**src/rtl/phy_clk_gate_pkg.sv**
```systemverilog
// phy_clk_gate_pkg
//   Shared types and constants for the multi-channel PHY clock-gate controller.
//   cg_state_t   : per-channel gate state (running, stopped, waking up)
//   CG_RST_STATE : state every channel takes on reset
package phy_clk_gate_pkg;

    typedef enum {CG_ON, CG_OFF, CG_WAKE} cg_state_t;

    localparam cg_state_t CG_RST_STATE = CG_ON;

endpackage : phy_clk_gate_pkg

```
**src/rtl/phy_clk_gate_chan.sv**
```systemverilog
// phy_clk_gate_chan
//   One channel of the clock-gate controller: gate FSM plus a shared idle/settle
//   counter. All outputs are registered from the next-state values.
// Ports
//   clk, reset  : PHY clock, synchronous active-high reset
//   idle_limit  : idle cycles before gating, 0 disables auto-gating
//   force_on    : keep clock running
//   activity    : traffic present this cycle
//   wake_req    : level request for a running clock
//   wake_ack    : clock running and settled while wake_req is held
//   clk_en      : registered gate enable for the gating cell
//   gated       : 1 while the clock is stopped
module phy_clk_gate_chan
    import phy_clk_gate_pkg::*;
#(
    parameter int unsigned CNT_W    = 8,
    parameter int unsigned WAKE_DLY = 2
) (
    input  logic             clk,
    input  logic             reset,
    input  logic [CNT_W-1:0] idle_limit,
    input  logic             force_on,
    input  logic             activity,
    input  logic             wake_req,
    output logic             wake_ack,
    output logic             clk_en,
    output logic             gated
);

    localparam logic [CNT_W-1:0] WAKE_LAST = CNT_W'(WAKE_DLY - 1);

    cg_state_t        state_q, state_nxt;
    logic [CNT_W-1:0] cnt_q, cnt_nxt;
    logic             clk_en_nxt, gated_nxt, wake_ack_nxt;
    logic             busy;
    logic [CNT_W:0]   cnt_inc;

    assign busy    = activity | wake_req | force_on;
    // One bit wider so the compare against idle_limit cannot wrap at all-ones.
    assign cnt_inc = {1'b0, cnt_q} + 1'b1;

    // State and output registers
    always_ff @(posedge clk) begin
        if (reset) begin
            state_q  <= CG_RST_STATE;
            cnt_q    <= '0;
            clk_en   <= 1'b1;
            gated    <= 1'b0;
            wake_ack <= 1'b0;
        end else begin
            state_q  <= state_nxt;
            cnt_q    <= cnt_nxt;
            clk_en   <= clk_en_nxt;
            gated    <= gated_nxt;
            wake_ack <= wake_ack_nxt;
        end
    end

    // Next state and counter
    always_comb begin
        state_nxt = state_q;
        cnt_nxt   = cnt_q;
        unique case (state_q)
            CG_ON: begin
                if (busy || idle_limit == '0) begin
                    cnt_nxt = '0;
                end else if (cnt_inc >= {1'b0, idle_limit}) begin
                    state_nxt = CG_OFF;
                    cnt_nxt   = '0;
                end else if (cnt_q != '1) begin
                    cnt_nxt = cnt_inc[CNT_W-1:0];
                end
            end
            CG_OFF: begin
                cnt_nxt = '0;
                if (busy) begin
                    state_nxt = CG_WAKE;
                end
            end
            CG_WAKE: begin
                // Not abortable: runs to completion regardless of busy.
                if (cnt_q >= WAKE_LAST) begin
                    state_nxt = CG_ON;
                    cnt_nxt   = '0;
                end else begin
                    cnt_nxt = cnt_inc[CNT_W-1:0];
                end
            end
            default: begin
                state_nxt = CG_RST_STATE;
                cnt_nxt   = '0;
            end
        endcase
    end

    // Registered outputs are derived from the state being entered.
    always_comb begin
        clk_en_nxt   = (state_nxt != CG_OFF);
        gated_nxt    = (state_nxt == CG_OFF);
        wake_ack_nxt = (state_nxt == CG_ON) && wake_req;
    end

endmodule : phy_clk_gate_chan

```
**src/rtl/phy_clk_gate_ctrl.sv**
```systemverilog
// phy_clk_gate_ctrl
//   Multi-channel clock-gate controller. Each channel is an independent
//   phy_clk_gate_chan; this level is wiring only.
// Ports
//   clk, reset  : PHY clock, synchronous active-high reset
//   idle_limit  : idle cycles before gating, 0 disables auto-gating (all channels)
//   force_on    : per channel keep-on
//   activity    : per channel traffic indication
//   wake_req    : per channel wake request (level)
//   wake_ack    : per channel wake acknowledge
//   clk_en      : per channel registered gate enable
//   gated       : per channel stopped status
module phy_clk_gate_ctrl
    import phy_clk_gate_pkg::*;
#(
    parameter int unsigned NUM_CH   = 4,
    parameter int unsigned CNT_W    = 8,
    parameter int unsigned WAKE_DLY = 2
) (
    input  logic              clk,
    input  logic              reset,
    input  logic [CNT_W-1:0]  idle_limit,
    input  logic [NUM_CH-1:0] force_on,
    input  logic [NUM_CH-1:0] activity,
    input  logic [NUM_CH-1:0] wake_req,
    output logic [NUM_CH-1:0] wake_ack,
    output logic [NUM_CH-1:0] clk_en,
    output logic [NUM_CH-1:0] gated
);

    for (genvar i = 0; i < NUM_CH; i++) begin : g_chan
        phy_clk_gate_chan #(
            .CNT_W    (CNT_W),
            .WAKE_DLY (WAKE_DLY)
        ) u_chan (
            .clk        (clk),
            .reset      (reset),
            .idle_limit (idle_limit),
            .force_on   (force_on[i]),
            .activity   (activity[i]),
            .wake_req   (wake_req[i]),
            .wake_ack   (wake_ack[i]),
            .clk_en     (clk_en[i]),
            .gated      (gated[i])
        );
    end

endmodule : phy_clk_gate_ctrl

```
**config.mk**
```make
export PLATFORM = sky130hd
export DESIGN_NAME = phy_clk_gate_ctrl
export DESIGN_NICKNAME = d
export VERILOG_FILES = /design/src/rtl/phy_clk_gate_pkg.sv /design/src/rtl/phy_clk_gate_chan.sv /design/src/rtl/phy_clk_gate_ctrl.sv
export SDC_FILE = /design/constraint.sdc
export NUM_CORES = 1
export LEC_CHECK = 0
export BUFFER_PORTS_ARGS = -buffer_cell sky130_fd_sc_hd__buf_2
export CAP_MARGIN = 0
export CORE_ASPECT_RATIO = 1.5
export CORE_MARGIN = 5
export CORE_UTILIZATION = 31
export DETAILED_ROUTE_END_ITERATION = 12
export PLACE_DENSITY_LB_ADDON = 0.08
export SLEW_MARGIN = 20
export SYNTH_ARGS = -nofsm -noshare
export SYNTH_HDL_FRONTEND = slang
export SYNTH_HIERARCHICAL = 1
export SYNTH_SLANG_ARGS = --single-unit
export TNS_END_PERCENT = 50
```
**constraint.sdc**
```tcl
create_clock -name clk -period 2.2 [get_ports clk]
set_input_delay 0.33 -clock clk [delete_from_list [all_inputs] [get_ports clk]]
set_output_delay 0.33 -clock clk [all_outputs]
set_load 0.02 [all_outputs]
```
==> reports/metrics.yaml <==
finish:
  drive_gt1_share_pct: 31.8
  final_nets: 864
  syn_to_final_growth_pct: 45.5
  n_antenna_cell: 0
  final_core_util_pct: 46.1
  final_area_um2: 8860
yosys:
  syn-cell-area_um2: 6090
  synth_cells: 542
  yosysSeqAreaShare_pct: 56.5
  synth_edf_count: 0
  synth_area_leaders: "dfxtp_1 (57%), ha_1 (9.0%), nor4_1 (3.8%)"
  synth_top_area_share_pct: 56.5
  synthArstFlopShare_pct: 0
  ys_types: 41
  ys_ff_latch: 172
  synth_area_leader_cell: "dfxtp_1"
  yosys_most_used_dff: "dfxtp_1"
  syn_area_per_cell_um2: 11.2
  yosysWarnings: 6
  yosysMostFrequentCell: "dfxtp_1"
  synth_commonest_cells: "dfxtp_1 (172), inv_1 (59), nor2_1 (46)"
flow_run:
  drv_cap: 0
placement:
  dpl.hpwl_um: 9530
  dp_slack_ns: -0.302
  portBuffers: 33
  place_congestion: 0.819
  dpl_cell_area_um2: 7620
routing:
  drtAntennaViolNets: 0
  wl_per_cell_um: 12.1
  drt_first_pass_iters: 4
  num_vias: 4433
  drc: 0
  via_per_inst: 4.15
  drt-total-wl_um: 12900
  drtIter0Drc: 72
timing:
  fmax_ghz: 0.431
  finalHoldViolCount: 0
  fin_ws_ns: -0.118
  slew_headroom_pct: 62.0
  post-route-min-period_ns: 2.32
  fin_crit_sh_pct: 105
  clock_skew_ns: 0.0131
  slew_viol_final: 0
  rsz0062_at_grt: "true"
  setup_violations: 35
  tightest_slew_ns: 0.565
grt:
  grt_start_max_net_pins: 18
  grt_pass1_vias: 4691
  grt-ovfl-total: 0
  grt_util_all_layers_pct: 12.1
  antenna_found_initial: 0
  grt_pass1_wl_um: 21800
floorplanning:
  start_util_pct: 31.7
  fp.dieW_um: 124
  dieHeight_um: 182
  rows: 62
  ios: 34
  die_area_um2: 22600
  design.core.area_um2: 19200
clocking:
  clk_pin_slew_ns: 0.07
  clockBufferDepth: 2
  cts.sink_count: 172
  cts_buffers: 17
  cts_tree: "built"
  worstSkewPairLatency_ns: 0.43
  cts_root_buf: "clkbuf_16"
  cts-htree-levels: 4
power:
  p_per_area_nw_per_um2: 721
  power_leakage_nw: 3.90
  ir_worst_vdd_mv: 0.412
  p_total_w: 0.00639
worst_setup_path:
  cp_max_fo: 6
  cp.arrival_ns: 2.59
  r2r_cells: 10
  critical_path.startpoint_type: "register"
  crit_type: "reg -> reg"
  critPathRequiredTime_ns: 2.48
  cp-end-kind: "register"
run_status:
  violations: "negative setup slack"
  outcome: "complete, but fails checks"
min_path:
  min_path_cells: 3
  hold_path.class: "in -> reg"
## cell type report
cell class / instances / area (µm²)
flip-flops and latches: 172 / 3490
repair buffers: 122 / 850
multi-input cells: 426 / 3380
clock buffers: 18 / 439
fillers: 1900 / 10400
inverters: 59 / 221
well taps: 256 / 320
clock inverters: 14 / 153
## logic make-up after synthesis
family | after synthesis | share of synthesized area, %
AOI/OAI and AO/OA | 48 | 7.91
xor gates and xnor gates | 24 | 3.45
adders and majority gates | 44 | 9.04
buffers and inverters | 60 | 3.72
DFF | 172 | 56.5
other | 4 | 0.246
and+or+nand+nor | 190 | 19.1
## cells in the final DEF, fill, tap and decap left out, drive strengths merged, types with 2 or more instances in the layout
| cell | instances |
|---|---|
| inv | 67 |
| a21oi | 8 |
| clkbuf | 18 |
| nand4 | 13 |
| nor2 | 46 |
| conb | 120 |
| a31oi | 6 |
| nor4 | 43 |
| or3 | 6 |
| nor2b | 7 |
| a2111oi | 8 |
| nand2b | 6 |
| or4 | 6 |
| nor3b | 13 |
| or4b | 3 |
| a32oi | 3 |
| o21a | 4 |
| o211ai | 4 |
| o211a | 6 |
| xor2 | 13 |
| buf | 122 |
| clkinvlp | 2 |
| nand3 | 12 |
| a2111o | 3 |
| nor3 | 13 |
| dfxtp | 172 |
| clkinv | 3 |
| nand2 | 20 |
| xnor2 | 11 |
| ha | 44 |
## registers in the layout (all words and copies together) (netlist names)
register	cells
g_chan.u_chan/cnt_q	32
g_chan.u_chan/state_q	128
g_chan.u_chan/wake_ack	4
g_chan.u_chan/clk_en	4
g_chan.u_chan/gated	4
## power breakdown
| group | leakage, nW | switching, W | total (W) | internal (W) |
|---|---|---|---|---|
| Combinational | 2.16 | 0.000123 | 0.000204 | 0.0000814 |
| Sequential | 1.44 | 0.0000291 | 0.00325 | 0.00322 |
| Clock | 0.287 | 0.00130 | 0.00294 | 0.00164 |
## layer usage
layer | vias up | wire length, µm | track usage (%) | part of all wire [%]
met2 | 38 | 7440 | 23.2 | 58
met4 | 0 | 238 | 5.48 | 1.8
met1 | 2080 | 4960 | 12.4 | 38
met3 | 17 | 280 | 2.82 | 2.2
li1 | 2298 | - | - | -
met5 | - | 0 | 0 | 0
## path summary, 6_finish.rpt
path | start | to | slack (ns)
max | g_chan[2].u_chan/cnt_q[0] | g_chan[2].u_chan/clk_en | -0.12
min | wake_req[0] | g_chan[0].u_chan/wake_ack | 0.18
max reg2reg | g_chan[2].u_chan/cnt_q[0] | g_chan[2].u_chan/clk_en | -0.12
min reg2reg | g_chan[1].u_chan/cnt_q[0] | g_chan[1].u_chan/cnt_q[0] | 0.47
## repair_timing
| item | 4_1_cts | 5_1_grt |
|---|---|---|
| hold buffers | 0 | 0 |
| endpoints found under the setup margin | 44 | 45 |
| resized for setup | 62 | 38 |
| buffers inserted | 11 | 10 |
| pin swaps | 35 | 43 |
## critical path: stages (launching register included)
cell and delay, ns:
dfxtp_4 0.37, buf_4 0.13, inv_2 0.06, ha_4 0.20, ha_1 0.28, a2111oi_1 0.07
buf_4 0.14, or4_4 0.55, buf_12 0.16, a21oi_4 0.13, o211ai_1 0.10
## metrics by stage
step / instances / hold slack [ns] / setup TNS [ns]
6_report: 1067 / 0.180 / -2.24
2_1_floorplan: 658 / 0.406 / 0
4_1_cts: 1057 / 0.151 / -1.49
3_3_place_gp: 1014 / 0.470 / -7.59
3_5_place_dp: 1014 / 0.477 / -8.03
5_1_grt: 1067 / 0.175 / -6.78
Power figures use the tool's default switching activity.
